[config.mk]
export PLATFORM = sky130hd
export DESIGN_NAME = mc_control_unit_flat
export DESIGN_NICKNAME = d
export VERILOG_FILES = /design/src/rtl/ctrl_pkg.sv /design/src/rtl/mc_control_unit_if.sv /design/src/rtl/rv_decoder.sv /design/src/rtl/mc_control_unit.sv /design/src/flat_wrapper.sv
export SDC_FILE = /design/constraint.sdc
export NUM_CORES = 1
export LEC_CHECK = 0
export BUFFER_PORTS_ARGS = -buffer_cell sky130_fd_sc_hd__buf_2
export CAP_MARGIN = 5
export CORE_MARGIN = 2
export CORE_UTILIZATION = 40
export CTS_CLUSTER_SIZE = 20
export DETAILED_ROUTE_END_ITERATION = 12
export PLACE_DENSITY = 0.77
export RECOVER_POWER = 50
export SETUP_SLACK_MARGIN = 0.15
export SKIP_CTS_REPAIR_TIMING = 1
export SYNTH_ARGS = -nofsm -noshare
export SYNTH_HDL_FRONTEND = slang
export SYNTH_SLANG_ARGS = --single-unit
[constraint.sdc]
create_clock -name i_clk -period 3.45 [get_ports i_clk]
set_input_delay 0.69 -clock i_clk [delete_from_list [all_inputs] [get_ports i_clk]]
set_output_delay 0.69 -clock i_clk [all_outputs]
set_load 0.005 [all_outputs]
[src/rtl/ctrl_pkg.sv]
// Shared encodings for the multi-cycle RV32I control unit: ALU ops, opcodes, funct3 values,
// FSM states, writeback selects and instruction classes.
package ctrl_pkg;

  typedef enum logic [3:0] {
    AluAdd   = 4'b0000,
    AluSub   = 4'b0001,
    AluSll   = 4'b0010,
    AluSlt   = 4'b0011,
    AluSltu  = 4'b0100,
    AluXor   = 4'b0101,
    AluSrl   = 4'b0110,
    AluSra   = 4'b0111,
    AluOr    = 4'b1000,
    AluAnd   = 4'b1001,
    AluPassB = 4'b1010
  } alu_op_e;

  localparam logic [6:0] OpLui    = 7'b0110111;
  localparam logic [6:0] OpAuipc  = 7'b0010111;
  localparam logic [6:0] OpJal    = 7'b1101111;
  localparam logic [6:0] OpJalr   = 7'b1100111;
  localparam logic [6:0] OpBranch = 7'b1100011;
  localparam logic [6:0] OpLoad   = 7'b0000011;
  localparam logic [6:0] OpStore  = 7'b0100011;
  localparam logic [6:0] OpImm    = 7'b0010011;
  localparam logic [6:0] OpReg    = 7'b0110011;

  localparam logic [2:0] F3AddSub = 3'b000;
  localparam logic [2:0] F3Sll    = 3'b001;
  localparam logic [2:0] F3Slt    = 3'b010;
  localparam logic [2:0] F3Sltu   = 3'b011;
  localparam logic [2:0] F3Xor    = 3'b100;
  localparam logic [2:0] F3Sr     = 3'b101;
  localparam logic [2:0] F3Or     = 3'b110;
  localparam logic [2:0] F3And    = 3'b111;

  localparam logic [2:0] F3Beq  = 3'b000;
  localparam logic [2:0] F3Bne  = 3'b001;
  localparam logic [2:0] F3Blt  = 3'b100;
  localparam logic [2:0] F3Bge  = 3'b101;
  localparam logic [2:0] F3Bltu = 3'b110;
  localparam logic [2:0] F3Bgeu = 3'b111;

  typedef enum logic [2:0] {
    StFetch  = 3'd0,
    StDecode = 3'd1,
    StExec   = 3'd2,
    StMem    = 3'd3,
    StWb     = 3'd4,
    StTrap   = 3'd7
  } state_e;

  typedef enum logic [1:0] {
    WbAlu  = 2'd0,
    WbLoad = 2'd1,
    WbPc4  = 2'd2
  } wb_sel_e;

  typedef enum logic [2:0] {
    ClsAlu,
    ClsLui,
    ClsAuipc,
    ClsLoad,
    ClsStore,
    ClsBranch,
    ClsJump
  } instr_cls_e;

  // alt selects SUB/SRA; callers decide when funct7[5] is meaningful.
  function automatic alu_op_e alu_from_f3(input logic [2:0] f3, input logic alt);
    alu_op_e op;
    case (f3)
      F3AddSub: op = alt ? AluSub : AluAdd;
      F3Sll:    op = AluSll;
      F3Slt:    op = AluSlt;
      F3Sltu:   op = AluSltu;
      F3Xor:    op = AluXor;
      F3Sr:     op = alt ? AluSra : AluSrl;
      F3Or:     op = AluOr;
      default:  op = AluAnd;
    endcase
    return op;
  endfunction

endpackage

[src/rtl/mc_control_unit_if.sv]
// Instruction and data memory handshake bundle between the control unit and the memories.
interface mc_control_unit_if;
  logic        imem_req;
  logic        imem_ack;
  logic [31:0] imem_rdata;
  logic        dmem_req;
  logic        dmem_we;
  logic [1:0]  dmem_size;
  logic        dmem_ack;

  modport master (
    output imem_req, dmem_req, dmem_we, dmem_size,
    input  imem_ack, imem_rdata, dmem_ack
  );

  modport slave (
    input  imem_req, dmem_req, dmem_we, dmem_size,
    output imem_ack, imem_rdata, dmem_ack
  );
endinterface

[src/rtl/rv_decoder.sv]
// Combinational RV32I decode of the latched instruction fields into ALU op, operand selects,
// writeback select, instruction class and an illegal-instruction flag.
module rv_decoder
  import ctrl_pkg::*;
(
  input  logic [6:0] opcode_i,
  input  logic [2:0] funct3_i,
  input  logic [6:0] funct7_i,
  output alu_op_e    alu_ctrl_o,
  output logic       alu_src_a_o,
  output logic       alu_src_b_o,
  output wb_sel_e    wb_sel_o,
  output instr_cls_e cls_o,
  output logic       illegal_o
);
  logic f7_zero, f7_alt;

  assign f7_zero = (funct7_i == 7'b0000000);
  assign f7_alt  = (funct7_i == 7'b0100000);

  always_comb begin
    alu_ctrl_o  = AluAdd;
    alu_src_a_o = 1'b0;
    alu_src_b_o = 1'b0;
    wb_sel_o    = WbAlu;
    cls_o       = ClsAlu;
    illegal_o   = 1'b0;
    case (opcode_i)
      OpReg: begin
        alu_ctrl_o = alu_from_f3(funct3_i, funct7_i[5]);
        illegal_o  = !(f7_zero || (f7_alt && (funct3_i == F3AddSub || funct3_i == F3Sr)));
      end
      OpImm: begin
        alu_src_b_o = 1'b1;
        // funct7 only qualifies shift-immediates; elsewhere those bits are immediate data.
        alu_ctrl_o  = alu_from_f3(funct3_i, (funct3_i == F3Sr) && funct7_i[5]);
        if (funct3_i == F3Sll)     illegal_o = !f7_zero;
        else if (funct3_i == F3Sr) illegal_o = !(f7_zero || f7_alt);
      end
      OpLui: begin
        cls_o       = ClsLui;
        alu_src_b_o = 1'b1;
        alu_ctrl_o  = AluPassB;
      end
      OpAuipc: begin
        cls_o       = ClsAuipc;
        alu_src_a_o = 1'b1;
        alu_src_b_o = 1'b1;
      end
      OpJal: begin
        cls_o       = ClsJump;
        alu_src_a_o = 1'b1;
        alu_src_b_o = 1'b1;
        wb_sel_o    = WbPc4;
      end
      OpJalr: begin
        cls_o       = ClsJump;
        alu_src_b_o = 1'b1;
        wb_sel_o    = WbPc4;
        illegal_o   = (funct3_i != 3'b000);
      end
      OpBranch: begin
        cls_o = ClsBranch;
        case (funct3_i)
          F3Beq, F3Bne:   alu_ctrl_o = AluSub;
          F3Blt, F3Bge:   alu_ctrl_o = AluSlt;
          F3Bltu, F3Bgeu: alu_ctrl_o = AluSltu;
          default:        illegal_o  = 1'b1;
        endcase
      end
      OpLoad: begin
        cls_o       = ClsLoad;
        alu_src_b_o = 1'b1;
        wb_sel_o    = WbLoad;
        illegal_o   = !(funct3_i inside {3'b000, 3'b001, 3'b010, 3'b100, 3'b101});
      end
      OpStore: begin
        cls_o       = ClsStore;
        alu_src_b_o = 1'b1;
        illegal_o   = (funct3_i > 3'b010);
      end
      default: illegal_o = 1'b1;
    endcase
  end

endmodule

[src/rtl/mc_control_unit.sv]
// Multi-cycle FETCH/DECODE/EXEC/MEM/WB sequencer: owns the IR, the memory handshakes,
// the bus timeout and the sticky trap flags; decode is delegated to rv_decoder.
module mc_control_unit
  import ctrl_pkg::*;
#(
  parameter int unsigned TIMEOUT_CYCLES = 16,
  parameter logic [31:0] RESET_IR       = 32'h0000_0013
) (
  input  logic                     i_clk,
  input  logic                     i_rst,
  mc_control_unit_if.master        bus,
  input  logic                     i_branch_taken,
  output logic [31:0]              o_ir,
  output logic [3:0]               o_alu_ctrl,
  output logic                     o_alu_src_a,
  output logic                     o_alu_src_b,
  output logic                     o_reg_we,
  output logic [1:0]               o_wb_sel,
  output logic                     o_pc_we,
  output logic                     o_pc_sel,
  output logic                     o_illegal,
  output logic                     o_bus_err,
  output logic [2:0]               o_state
);
  localparam int unsigned CntW = (TIMEOUT_CYCLES > 1) ? $clog2(TIMEOUT_CYCLES) : 1;
  localparam logic [CntW-1:0] WaitLast = CntW'(TIMEOUT_CYCLES - 1);

  state_e          state_q, state_d;
  logic [31:0]     ir_q, ir_d;
  logic [CntW-1:0] wait_q, wait_d;
  logic            illegal_q, illegal_d;
  logic            bus_err_q, bus_err_d;

  alu_op_e    dec_alu;
  wb_sel_e    dec_wb_sel;
  instr_cls_e dec_cls;
  logic       dec_illegal;
  logic       timeout;

  rv_decoder u_decoder (
    .opcode_i    (ir_q[6:0]),
    .funct3_i    (ir_q[14:12]),
    .funct7_i    (ir_q[31:25]),
    .alu_ctrl_o  (dec_alu),
    .alu_src_a_o (o_alu_src_a),
    .alu_src_b_o (o_alu_src_b),
    .wb_sel_o    (dec_wb_sel),
    .cls_o       (dec_cls),
    .illegal_o   (dec_illegal)
  );

  // Wait counter sits at the last allowed cycle; an ack in that cycle still wins.
  assign timeout = (TIMEOUT_CYCLES != 0) && (wait_q == WaitLast);

  always_comb begin
    state_d      = state_q;
    ir_d         = ir_q;
    wait_d       = '0;
    illegal_d    = illegal_q;
    bus_err_d    = bus_err_q;
    bus.imem_req = 1'b0;
    bus.dmem_req = 1'b0;
    bus.dmem_we  = 1'b0;
    o_reg_we     = 1'b0;
    o_pc_we      = 1'b0;
    o_pc_sel     = 1'b0;
    case (state_q)
      StFetch: begin
        bus.imem_req = 1'b1;
        if (bus.imem_ack) begin
          ir_d    = bus.imem_rdata;
          state_d = StDecode;
        end else if (timeout) begin
          state_d   = StTrap;
          bus_err_d = 1'b1;
        end else begin
          wait_d = wait_q + CntW'(1);
        end
      end
      StDecode: begin
        if (dec_illegal) begin
          state_d   = StTrap;
          illegal_d = 1'b1;
        end else begin
          state_d = StExec;
        end
      end
      StExec: begin
        case (dec_cls)
          ClsLoad, ClsStore: state_d = StMem;
          ClsBranch: begin
            o_pc_we  = 1'b1;
            o_pc_sel = i_branch_taken;
            state_d  = StFetch;
          end
          ClsJump: begin
            o_reg_we = 1'b1;
            o_pc_we  = 1'b1;
            o_pc_sel = 1'b1;
            state_d  = StFetch;
          end
          default: state_d = StWb;
        endcase
      end
      StMem: begin
        bus.dmem_req = 1'b1;
        bus.dmem_we  = (dec_cls == ClsStore);
        if (bus.dmem_ack) begin
          if (dec_cls == ClsStore) begin
            o_pc_we = 1'b1;
            state_d = StFetch;
          end else begin
            state_d = StWb;
          end
        end else if (timeout) begin
          state_d   = StTrap;
          bus_err_d = 1'b1;
        end else begin
          wait_d = wait_q + CntW'(1);
        end
      end
      StWb: begin
        o_reg_we = 1'b1;
        o_pc_we  = 1'b1;
        state_d  = StFetch;
      end
      default: state_d = StTrap;
    endcase
  end

  always_ff @(posedge i_clk or posedge i_rst) begin
    if (i_rst) begin
      state_q   <= StFetch;
      ir_q      <= RESET_IR;
      wait_q    <= '0;
      illegal_q <= 1'b0;
      bus_err_q <= 1'b0;
    end else begin
      state_q   <= state_d;
      ir_q      <= ir_d;
      wait_q    <= wait_d;
      illegal_q <= illegal_d;
      bus_err_q <= bus_err_d;
    end
  end

  assign bus.dmem_size = ir_q[13:12];
  assign o_ir          = ir_q;
  assign o_alu_ctrl    = dec_alu;
  assign o_wb_sel      = dec_wb_sel;
  assign o_illegal     = illegal_q;
  assign o_bus_err     = bus_err_q;
  assign o_state       = state_q;

endmodule

[src/flat_wrapper.sv]
// flat-port wrapper written by rule: the top's interface ports become plain ports
module mc_control_unit_flat import ctrl_pkg::*;
#(
  parameter int unsigned TIMEOUT_CYCLES = 16,
  parameter logic [31:0] RESET_IR       = 32'h0000_0013
)
  (i_clk, i_rst, i_branch_taken, o_ir, o_alu_ctrl, o_alu_src_a, o_alu_src_b, o_reg_we, o_wb_sel, o_pc_we, o_pc_sel, o_illegal, o_bus_err, o_state, bus_imem_req, bus_dmem_req, bus_dmem_we, bus_dmem_size, bus_imem_ack, bus_imem_rdata, bus_dmem_ack);
  mc_control_unit_if bus_i ();
  input  logic i_clk;
  input  logic i_rst;
  input  logic i_branch_taken;
  output logic [31:0] o_ir;
  output logic [3:0] o_alu_ctrl;
  output logic o_alu_src_a;
  output logic o_alu_src_b;
  output logic o_reg_we;
  output logic [1:0] o_wb_sel;
  output logic o_pc_we;
  output logic o_pc_sel;
  output logic o_illegal;
  output logic o_bus_err;
  output logic [2:0] o_state;
  output wire logic [$bits(bus_i.imem_req)-1:0] bus_imem_req;
  output wire logic [$bits(bus_i.dmem_req)-1:0] bus_dmem_req;
  output wire logic [$bits(bus_i.dmem_we)-1:0] bus_dmem_we;
  output wire logic [$bits(bus_i.dmem_size)-1:0] bus_dmem_size;
  input wire logic [$bits(bus_i.imem_ack)-1:0] bus_imem_ack;
  input wire logic [$bits(bus_i.imem_rdata)-1:0] bus_imem_rdata;
  input wire logic [$bits(bus_i.dmem_ack)-1:0] bus_dmem_ack;
  assign bus_imem_req = bus_i.imem_req;
  assign bus_dmem_req = bus_i.dmem_req;
  assign bus_dmem_we = bus_i.dmem_we;
  assign bus_dmem_size = bus_i.dmem_size;
  assign bus_i.imem_ack = bus_imem_ack;
  assign bus_i.imem_rdata = bus_imem_rdata;
  assign bus_i.dmem_ack = bus_dmem_ack;
  mc_control_unit #(.TIMEOUT_CYCLES(TIMEOUT_CYCLES), .RESET_IR(RESET_IR)) u_core (.i_clk(i_clk), .i_rst(i_rst), .bus(bus_i), .i_branch_taken(i_branch_taken), .o_ir(o_ir), .o_alu_ctrl(o_alu_ctrl), .o_alu_src_a(o_alu_src_a), .o_alu_src_b(o_alu_src_b), .o_reg_we(o_reg_we), .o_wb_sel(o_wb_sel), .o_pc_we(o_pc_we), .o_pc_sel(o_pc_sel), .o_illegal(o_illegal), .o_bus_err(o_bus_err), .o_state(o_state));
endmodule
==> metrics.md <==
| Metric | Value |
|---|---|
| Critical Path RT | 2.76 ns |
| Yosys cell types | 40 |
| Startpoint Class | flop |
| Clk pin slew, worst setup/hold paths | 0.08 ns |
| Synth top area share | 45.70% |
| Die area | 0.005795 mm² |
| CTS buffer count | 5 |
| Post-layout nets | 318 |
| Share of the yosys chip area belonging to registers | 49.49% |
| Io pins | 90 |
| Period utilization | 74.48% |
| EDFF count, synth | 0 |
| H-tree level count | 2 |
| Starting Density | 41.00% |
| Slew HR | 15.90% |
| Peak supply drop | 0.0002390 V |
| Core area | 0.005075 mm² |
| Post-Syn Area | 0.002081 mm² |
| Post-synthesis cell count | 194 |
| Total power per unit cell area | 309.5 mW/mm² |
| Vias in the first global route | 1715 |
| Worst-Skew Late Latency | 0.29 ns |
| Final RePlAce weighted congestion | 0.8592 |
| 1st-iter DRT viols | 118 |
| CP peak stage delay | 0.48 ns |
| Setup Crit Path Kind | flop to output pin |
| Peak Freq | 0.3892 GHz |
| Worst R2R Setup Slack | 1.34 ns |
| Via-to-Cell Ratio | 5.145 |
| CTS tree | yes |
| Warnings from Yosys | 0 |
| First-pass GRT wire length | 8073 µm |
| Async SR Flop Fraction | 100.0% |
| Most used DFF post-synth | dfrtp_1 |
| Share of cells above drive strength 1 | 45.91% |
| RSZ-0062 raised after global routing | false |
| Worst Path Arrival | 1.88 ns |
| Post-layout minimum cycle time | 2.569 ns |
| Synth-to-Final Area Change | 26.40% |
| Routed Antenna Nets | 0 |
| Routed wire length | 4808 µm |
| Crit path cell chain | and4bb_4 > and3b_1 > a21boi_0 > o21ai_0 > buf_2 |
| Row cnt | 26 |
| Clock buffer depth | 2 |
| Worst hold path type | primary input to asynchronous set/reset pin |
| Slowest-stage cell, CP | dfrtp_1 |
| Avg Cell Area, Syn | 10.73 µm² |
| Final slew viol count | 0 |
| Leak Pwr | 1.395 nW |
| Total gr overflow | 0 |
| CP Capture Type | output pin |
| Setup Skew | 0.009572 ns |
| # port buffers | 89 |
| Syn_nets | 232 |
| Die H | 76.13 µm |
| Post-synth top area cell | dfrtp_1 |
| Fillers | 509 |
| Gr usage total | 17.09% |
| Commonest non-fill, non-tap cell in the layout | buf_2 |
| ANT cells | 0 |
| Worst Tran Pin Value | 1.262 ns |
| Dpl cells | 343 |
| TritonCTS Sinks | 41 |
| Fin. Hold Viols | 0 |
| Status | finished, final reports clean |
| Final setup TNS | 0 ns |
| Largest cells by area after synthesis | dfrtp_1, mux2_2, dfstp_2 |
| Max-cap violation count | 0 |
| Commonest non-fill, non-tap cells in the layout | buf_2, dfrtp_1, mux2_2 |
| Crit Path Max Fanout | 8 |
| Remaining DRCs | 0 |
| Die X | 76.13 µm |
| Vias | 1806 |
| Final Non-Filler Cells | 351 |
| Antenna violations before repair | 0 |
| Largest net degree at the start of global routing | 25 |
| Flops & latches, synth | 41 |
| Setup-failing EPs final | 0 |
| Root buf cell | clkbuf_8 |
| Detailed Place HPWL | 3743 µm |
| Initial DRT Pass Iterations | 4 |
| Wire per inst | 13.70 µm |
power breakdown:
part | internal (mW) | switching (mW) | total (mW)
logic | 0.0160 | 0.0159 | 0.0319
registers | 0.480 | 0 | 0.480
clock network | 0.144 | 0.157 | 0.302
metal layers:
metal | vias to the layer above | GRT usage, % | wire length (µm)
li1 | 863 | - | -
met1 | 871 | 21.04 | 2022
met2 | 68 | 29.02 | 2398
met3 | 4 | 4.976 | 342
met4 | 0 | 5.455 | 44
met5 | - | 0 | 0
sequential cells by signal, indices dropped and copies added, names as in the netlist:
signal            count
u_core.o_bus_err      1
u_core.o_illegal      1
u_core.o_ir          32
u_core.o_state        3
u_core.wait_q         4
stage by stage:
stage | instance area, µm² | utilization [%] | worst slack (ns) | hold WS [ns] | power [mW]
4_1_cts | 2640 | 52.02 | 0.8794 | 0.4012 | 0.8286
5_1_grt | 2630 | 51.82 | 0.7477 | 0.4267 | 0.8524
6_report | 2630 | 51.82 | 0.8805 | 0.3904 | 0.8141
2_1_floorplan | 2081 | - | 1.416 | 0.4516 | 0.4993
3_5_place_dp | 2555 | 50.35 | 1.216 | 0.4553 | 0.5230
3_3_place_gp | 2555 | 50.35 | 1.290 | 0.4500 | 0.5222
layout make-up:
class	count	area [µm²]	area share, %
inverters	6	22.52	0.8563
clock inverters	1	8.758	0.3330
repair buffers	91	450.4	17.13
clock buffers	7	76.32	2.902
multi-input cells	135	954.7	36.30
flip-flops and latches	41	1030	39.15
well taps	70	87.58	3.330
synth_stat cells (all sizes together), types with 2 or more instances:
cell type and instances:
nand3 4, dfstp 3, nor3 7, nand2b 4, clkbuf 2, a21oi 9, a31oi 3, o21ai 12
nand3b 2, a31o 2, and3b 3, nand2 16, buf 10, dfrtp 38, nor2b 4, mux2 30
inv 6, a311oi 2, nor2 16, and3 2, and2 2
cell families (layout without fill, tap and decap cells):
| kind of cell | count (synthesis) | after routing | share of synthesized area, % |
|---|---|---|---|
| compound gates | 39 | 39 | 12.03 |
| xor+xnor | 1 | 1 | 0.4210 |
| fa+ha+maj | 1 | 1 | 0.6012 |
| buf+inv | 18 | 105 | 4.630 |
| flops | 41 | 41 | 49.49 |
| mux | 30 | 30 | 16.24 |
| simple gates | 64 | 64 | 16.60 |
path summary, 6_finish.rpt:
check                           depth (start not counted)               from                 to
worst max-delay path                                    5     u_core.o_ir[3]      o_alu_ctrl[1]
worst min-delay path                                    2              i_rst    u_core.o_ir[27]
worst max register to register                          4  u_core.o_state[0]    u_core.o_ir[31]
worst min register to register                          1   u_core.o_bus_err   u_core.o_bus_err
max in group asynchronous                               3              i_rst  u_core.o_state[0]
min in group i_clk                                      1   u_core.o_bus_err   u_core.o_bus_err
worst max-delay path: cells and delay by family, from the launching register on:
kind / cells / cell delay, ns
AOI/OAI and AO/OA: 2 / 0.27
buffers and inverters: 1 / 0.14
DFF: 1 / 0.48
and+or+nand+nor: 2 / 0.70
Power figures use the tool's default switching activity.
